`src/rtl/commit_trace_fifo.sv`:
```
// commit_trace_fifo: classifies each retiring instruction, numbers it and buffers the trace record
// in a valid/ready FIFO; also runs a saturating cycle counter with a sticky watchdog flag.
module commit_trace_fifo #(
    parameter int DEPTH      = 16,
    parameter int INUM_W     = 32,
    parameter int CYC_W      = 32,
    parameter int MAX_CYCLES = 100000
) (
    input  logic                       clk,
    input  logic                       rst_n,
    input  logic                       commit_valid,
    input  logic [15:0]                commit_pc,
    input  logic                       reg_write,
    input  logic [3:0]                 wr_reg,
    input  logic [15:0]                wr_data,
    input  logic                       mem_read,
    input  logic                       mem_write,
    input  logic [15:0]                mem_addr,
    input  logic [15:0]                mem_data,
    input  logic                       halt,
    output logic                       out_valid,
    input  logic                       out_ready,
    output logic [2:0]                 out_type,
    output logic [INUM_W-1:0]          out_inum,
    output logic [15:0]                out_pc,
    output logic [3:0]                 out_reg,
    output logic [15:0]                out_value,
    output logic [15:0]                out_addr,
    output logic [$clog2(DEPTH):0]     count,
    output logic                       overflow,
    output logic                       halted,
    output logic                       done,
    output logic                       timeout
);
    localparam int AW = $clog2(DEPTH);
    localparam int CW = AW + 1;
    localparam logic [2:0] T_NOP = 3'd0, T_REG = 3'd1, T_LOAD = 3'd2, T_STORE = 3'd3, T_HALT = 3'd4;

    logic [2:0]        type_mem  [DEPTH];
    logic [INUM_W-1:0] inum_mem  [DEPTH];
    logic [15:0]       pc_mem    [DEPTH];
    logic [3:0]        reg_mem   [DEPTH];
    logic [15:0]       value_mem [DEPTH];
    logic [15:0]       addr_mem  [DEPTH];

    logic [AW-1:0]     wr_ptr_q, wr_ptr_d, rd_ptr_q, rd_ptr_d;
    logic [CW-1:0]     count_q, count_d;
    logic [INUM_W-1:0] inum_q, inum_d;
    logic [CYC_W-1:0]  cyc_q, cyc_d;
    logic              overflow_q, overflow_d, halted_q, halted_d, timeout_q, timeout_d;
    logic              evt, pop, push, has_reg;
    logic [2:0]        c_type;
    logic [3:0]        c_reg;
    logic [15:0]       c_value, c_addr;

    always_comb begin
        evt        = commit_valid & ~halted_q;
        pop        = out_valid & out_ready;
        // count MSB set means exactly DEPTH entries since DEPTH is a power of two
        push       = evt & (~count_q[CW-1] | pop);
        c_type     = (reg_write & mem_read) ? T_LOAD :
                     reg_write              ? T_REG  :
                     halt                   ? T_HALT :
                     mem_write              ? T_STORE : T_NOP;
        has_reg    = (c_type == T_REG) | (c_type == T_LOAD);
        c_reg      = has_reg ? wr_reg : 4'd0;
        c_value    = has_reg ? wr_data : (c_type == T_STORE) ? mem_data : 16'd0;
        c_addr     = (c_type == T_LOAD || c_type == T_STORE) ? mem_addr : 16'd0;
        wr_ptr_d   = push ? wr_ptr_q + AW'(1) : wr_ptr_q;
        rd_ptr_d   = pop ? rd_ptr_q + AW'(1) : rd_ptr_q;
        count_d    = count_q + CW'(push) - CW'(pop);
        inum_d     = evt ? inum_q + INUM_W'(1) : inum_q;
        overflow_d = overflow_q | (evt & ~push);
        halted_d   = halted_q | (evt & (c_type == T_HALT));
        cyc_d      = (&cyc_q) ? cyc_q : cyc_q + CYC_W'(1);
        timeout_d  = timeout_q | (cyc_d > CYC_W'(MAX_CYCLES));
    end

    always_ff @(posedge clk) begin
        if (!rst_n) begin
            wr_ptr_q   <= '0;
            rd_ptr_q   <= '0;
            count_q    <= '0;
            inum_q     <= '0;
            cyc_q      <= '0;
            overflow_q <= 1'b0;
            halted_q   <= 1'b0;
            timeout_q  <= 1'b0;
        end else begin
            wr_ptr_q   <= wr_ptr_d;
            rd_ptr_q   <= rd_ptr_d;
            count_q    <= count_d;
            inum_q     <= inum_d;
            cyc_q      <= cyc_d;
            overflow_q <= overflow_d;
            halted_q   <= halted_d;
            timeout_q  <= timeout_d;
        end
    end

    always_ff @(posedge clk) begin
        if (rst_n && push) begin
            type_mem[wr_ptr_q]  <= c_type;
            inum_mem[wr_ptr_q]  <= inum_q;
            pc_mem[wr_ptr_q]    <= commit_pc;
            reg_mem[wr_ptr_q]   <= c_reg;
            value_mem[wr_ptr_q] <= c_value;
            addr_mem[wr_ptr_q]  <= c_addr;
        end
    end

    // Storage is not reset, so record fields are masked whenever the FIFO is empty
    assign out_valid = |count_q;
    assign out_type  = out_valid ? type_mem[rd_ptr_q]  : 3'd0;
    assign out_inum  = out_valid ? inum_mem[rd_ptr_q]  : '0;
    assign out_pc    = out_valid ? pc_mem[rd_ptr_q]    : 16'd0;
    assign out_reg   = out_valid ? reg_mem[rd_ptr_q]   : 4'd0;
    assign out_value = out_valid ? value_mem[rd_ptr_q] : 16'd0;
    assign out_addr  = out_valid ? addr_mem[rd_ptr_q]  : 16'd0;
    assign count     = count_q;
    assign overflow  = overflow_q;
    assign halted    = halted_q;
    assign done      = halted_q & ~out_valid;
    assign timeout   = timeout_q;
endmodule
```
`config.mk`:
```
export PLATFORM = sky130hd
export DESIGN_NAME = commit_trace_fifo
export DESIGN_NICKNAME = d
export VERILOG_FILES = /design/src/rtl/commit_trace_fifo.sv
export SDC_FILE = /design/constraint.sdc
export NUM_CORES = 1
export LEC_CHECK = 0
export BUFFER_PORTS_ARGS = -buffer_cell sky130_fd_sc_hd__buf_2
export CAP_MARGIN = 40
export CORE_UTILIZATION = 65
export CTS_CLUSTER_SIZE = 12
export DETAILED_ROUTE_END_ITERATION = 12
export MAX_ROUTING_LAYER = met4
export PLACE_DENSITY = 0.86
export SYNTH_ARGS = -nofsm -noshare
export SYNTH_HDL_FRONTEND = slang
export SYNTH_SLANG_ARGS = --single-unit
export TNS_END_PERCENT = 30
```
`constraint.sdc`:
```
create_clock -name clk -period 23.9 [get_ports clk]
set_input_delay 2.39 -clock clk [delete_from_list [all_inputs] [get_ports clk]]
set_output_delay 2.39 -clock clk [all_outputs]
set_load 0.01 [all_outputs]
```
==> results.toml, run 1 <==
[drt]
post_drt_wl_per_cell_um = 38.9
via_per_inst = 7.38
dr_total_vias = 30300
drtIter0Drc = 4752
final_antenna_net_count = 0
dr.pass1.iters = 8
wirelength_um = 159000
drc = 0

[die]
core_area_um2 = 87200
dieArea_um2 = 89500
num_io_pins = 173
rows = 108
fp.dieH_um = 299
die_width_um = 299
start_util_pct = 65.9

[grt]
antenna_found_initial = 11
grt_pass1_vias = 31000
grt_overflow = 0
grt_pass1_wl_um = 228000
grt_max_degree = 165
track_usage_pct = 37.8

[clocking]
path_clk_slew_ps = 60
numClockSinks = 1476
numCtsBuffers = 148
post_cts_buffers = 0
clock_latency_ps = 760
clockRootBuffer = "clkbuf_16"
holdBufCountCts = 0
cts_tree = "done"
cts.repair.resized = 0
clock_path_buffers = 3
htreeDepth = 4

[layout]
mostFrequentLayoutCells = "edfxtp_1, mux4_2, buf_2, clkbuf_16, and2_1"
drive_gt1_share_pct = 30.9
nets = 2943
area_growth_pct = 12.6
final_common_cell = "edfxtp_1"
instances_no_fill = 4104

[yosys]
yosys.cell_types.count = 71
synth.cell_area_um2 = 57400
postSynth.asyncResetShare_pct = 0
yosysTopAreaCellShare_pct = 72.8
ys_seq_area_share_pct = 75.7
synth-edff-count = 1392
syn_nets = 2685
syn_inst = 2595
synth_top_area_cell = "edfxtp_1"
ys_dominant_reg_cell = "edfxtp_1"
ys_ff_latch = 1476
synthTopCellsByArea = "edfxtp_1, mux4_2, dfxtp_1"
ys_warn_count = 0
syn_avg_cell_area_um2 = 22.1

[worst_hold_path]
hp-class = "flop to flop"
hold_start = "overflow$_SDFF_PN0_"

[critical_path]
reg2reg_from = "halted$_SDFF_PN0_"
cp_max_fo = 113
worstSetupPathType = "flop to output port"
end_kind = "output port"
start_kind = "flop"
crit_arrival_ps = 5370
critPathRequiredTime_ps = 21510

[sta]
fin_crit_sh_pct = 32.5
hold_viol = 0
worst_slew_pin_slew_ps = 1130
fin_tns_setup_ps = 0
relSlewSlack_pct = 24.4
grt_setup_unrepaired = "no"
setup_viol_count_final = 0
max_freq_mhz = 129
slew_viol_final = 0
period_needed_ps = 7760
finalClockSkew_ps = 22.3

[place]
dp.cells = 3857
dpl.hpwl_um = 77800
gp_congestion = 0.822
portBuffers = 172

[job]
cap_violations = 0

[pwr]
p_leak_nw = 20.2
p_per_area_nw_per_um2 = 97.1
ir_drop_uv = 100

[status]
status = "completed"
Yosys cell counts (8+ instances only):
| library cell | instances |
|---|---|
| edfxtp_1 | 1392 |
| mux4_2 | 435 |
| and2_1 | 120 |
| nor2_1 | 90 |
| dfxtp_1 | 84 |
| clkbuf_1 | 83 |
| buf_2 | 40 |
| xor2_1 | 35 |
| nand2_1 | 31 |
| nand3_1 | 29 |
| xnor2_1 | 28 |
| nand4_1 | 20 |
| a22o_1 | 18 |
| a21oi_1 | 17 |
| inv_1 | 17 |
| and3_1 | 13 |
| ha_1 | 13 |
| nor3_1 | 11 |
| and4_1 | 8 |
| o21ai_0 | 8 |
report_power, final:
part,switching [mW],internal (mW),total (mW)
registers,0.0352,2.85,2.89
clock network,0.982,1.20,2.18
logic,0.633,0.579,1.21
total,1.65,4.63,6.28
final timing paths:
kind	to	slack [ps]	cells past startpoint
worst max-delay path	out_value[5]	16140	8
worst min-delay path	overflow$_SDFF_PN0_	460	1
worst max register to register	reg_mem[5][2]$_DFFE_PP_	20070	7
worst min register to register	overflow$_SDFF_PN0_	460	1
final cells by class:
type / instances / area, um^2
inverters: 18 / 67.6
repair buffers: 247 / 1970
clock buffers: 209 / 4080
clock inverters: 27 / 219
well taps: 1155 / 1450
flip-flops and latches: 1476 / 43500
fillers: 4165 / 22500
multi-input cells: 962 / 13400
diodes: 10 / 25.0
per-stage QoR:
stage / area, um^2 / hold slack, ps / utilization [%] / power [mW] / worst slack (ps)
floorplan: 57400 / 460 / - / 3.74 / 14080
global placement: 59600 / 451 / 68.4 / 4.03 / 16390
detailed placement: 60300 / 453 / 69.2 / 4.11 / 17130
CTS: 64600 / 469 / 74.1 / 6.29 / 16070
global route: 64700 / 511 / 74.2 / 6.43 / 15910
finish: 64700 / 464 / 74.2 / 6.28 / 16140
sequential cells by signal, indices dropped and copies added, names as in the netlist, named ones only:
signal and cells:
value_mem 256, addr_mem 256, wr_ptr_q 4, cyc_q 32
halted 1, count 5, timeout 1, reg_mem 64
type_mem 48, overflow 1, inum_mem 512, pc_mem 256
rd_ptr_q 4, inum_q 32
worst max-delay path, cell delays in order, from the launching register on:
cell	delay, ps
dfxtp_4	730
buf_12	630
buf_4	490
buf_4	590
buf_12	330
mux4_2	610
mux4_2	580
and2_1	190
buf_2	130
routing by layer:
metal  GRT usage (%)  vias to the layer above  share of wire, %
met4            17.1                        0               5.0
met1            47.2                    15500                32
li1                -                    11300                 -
met3            8.06                      520                12
met5               -                        -                 0
met2            60.2                     2930                51
kinds of logic (layout without fill, tap and decap cells):
group / Yosys count / after routing / share of synthesized area (%)
AOI/OAI and AO/OA: 72 / 72 / 0.917
xor gates and xnor gates: 63 / 63 / 0.961
adders and majority gates: 14 / 14 / 0.318
buffers and inverters: 157 / 501 / 1.22
DFF: 1476 / 1476 / 75.7
muxes: 439 / 439 / 17.1
other: 0 / 10 / 0
and+or+nand+nor: 374 / 374 / 3.74
Power figures use the tool's default switching activity.
==> run 2, diff against run 1 <==
CORE_UTILIZATION = 56   (was 65)
PLACE_DENSITY = 0.79   (was 0.86)
clock period = 6.4 ns   (was 23.9 ns; I/O delays follow)
==> run 2 against run 1 <==
  * Largest power group unchanged
  * Non-clock buffer count shrank 11
  * Highest routed layer unchanged
  * Die area grew 16%
  * Clock skew rose by 1.4 ps
  * Critical path depth fell by 2
==> results.toml, run 2 (synthesized netlist as in run 1, its figures left out) <==
[critical_path]
cp_max_fo = 33
crit_arrival_ps = 3730
crit_chain = "buf_16 -> buf_4 -> mux4_2 -> mux4_2 -> and2_1 -> buf_2"
slowest_delay_ps = 600
start_kind = "flop"
worstSetupPathType = "flop to output port"
critPathRequiredTime_ps = 5760
end_kind = "output port"
critPathSlowestCell = "mux4_2"
critPathMostFrequentCell = "mux4_2"

[die]
rows = 117
fp.dieH_um = 322
die_width_um = 322
num_io_pins = 173
core_area_um2 = 102000
start_util_pct = 56.4
dieArea_um2 = 104000

[grt]
grt_pass1_vias = 29400
track_usage_pct = 28.2
grt_max_degree = 114
antenna_found_initial = 6
grt_pass1_wl_um = 201000
grt_overflow = 0

[layout]
nFillCells = 6292
instances_no_fill = 4309
mostFrequentLayoutCells = "edfxtp_1, mux4_2, buf_2, clkbuf_16, and2_1"
area_growth_pct = 12.8
largest_register_ffs = 512
largest-register = "inum_mem"
nets = 2933
final_common_cell = "edfxtp_1"
multi_input_comb_area_um2 = 13400
drive_gt1_share_pct = 30.6
final_util_pct = 63.7
seqCellArea_um2 = 43500

[drt]
drtIter0Drc = 3721
wirelength_um = 139000
drc = 0
dr_total_vias = 28300
via_per_inst = 6.57
post_drt_wl_per_cell_um = 32.2
final_antenna_net_count = 0
dr.pass1.iters = 5

[status]
status = "completed"

[clocking]
numCtsBuffers = 149
clock_path_buffers = 3
cts.repair.resized = 0
clock_latency_ps = 750
post_cts_buffers = 0
numClockSinks = 1476
cts_tree = "done"
holdBufCountCts = 0
htreeDepth = 4
clockRootBuffer = "clkbuf_16"
path_clk_slew_ps = 60

[pwr]
p_leak_nw = 20.1
ir_drop_uv = 409
p_per_area_nw_per_um2 = 357

[place]
dpl.hpwl_um = 68800
portBuffers = 172
place_ws_ps = 2470
dp.cells = 4060
gp_congestion = 0.791

[sta]
setup_viol_count_final = 0
relSlewSlack_pct = 39.0
grt_setup_unrepaired = "no"
layout_setup_ws_ps = 2030
slew_viol_final = 0
fin_crit_sh_pct = 68.2
finalClockSkew_ps = 23.7
hold_viol = 0
max_freq_mhz = 229
worst_slew_pin_slew_ps = 915
period_needed_ps = 4370

[job]
cap_violations = 0

[worst_hold_path]
hp-class = "input pin to flop"
## run 2: changes by cell type in the layout (fill, tap and decap cells not counted), sizes merged
cell    delta
diode      -6
clkinv    +11
bufinv     +1
clkbuf     -3
buf       -11
## run 2: path summary, 6_finish.rpt
check	startpoint	slack, ps	cells past startpoint	end
worst min-delay path	commit_valid	180	3	halted$_SDFF_PN0_
worst min register to register	overflow$_SDFF_PN0_	460	1	overflow$_SDFF_PN0_
worst max register to register	halted$_SDFF_PN0_	2770	7	inum_mem[12][24]$_DFFE_PP_
worst max-delay path	flop	2030	6	out_pc[6]
## run 2: area by class of cell
type	count	share of cell area, %
multi-input combinational	962	20.6
tap	1368	2.64
inverter	18	0.104
antenna	4	0.0154
clock inverter	39	0.593
sequential	1476	67.1
clock buffer	206	6.15
timing repair buffer	236	2.72
## run 2: power by group
group          switching (mW)  internal (mW)
combinational            2.21           2.16
sequential             0.0994           10.7
clock                    3.59           4.44
total                    5.90           17.3
## run 2: metal layers
metal,vias up,routed length [um],track usage [%]
met5,-,0,-
li1,11300,-,-
met4,0,4280,9.19
met3,305,12800,5.37
met1,14900,50300,35.5
met2,1805,71600,46.5
## run 2: stage by stage
stage          setup TNS, ps  instance area [um^2]  total power, mW  hold slack (ps)
2_1_floorplan        -289810                 57400             14.0              460
3_3_place_gp               0                 60000             15.2              464
5_1_grt                    0                 64800             23.9              183
4_1_cts                    0                 64800             23.3              133
6_report                   0                 64800             23.2              180
3_5_place_dp               0                 60400             15.3              453
## run 2: critical path, delay by kind of cell (launching register included)
family | cells | cell delay, ps
buffers and inverters | 3 | 1040
DFF | 1 | 580
muxes | 2 | 1090
and+or+nand+nor | 1 | 210
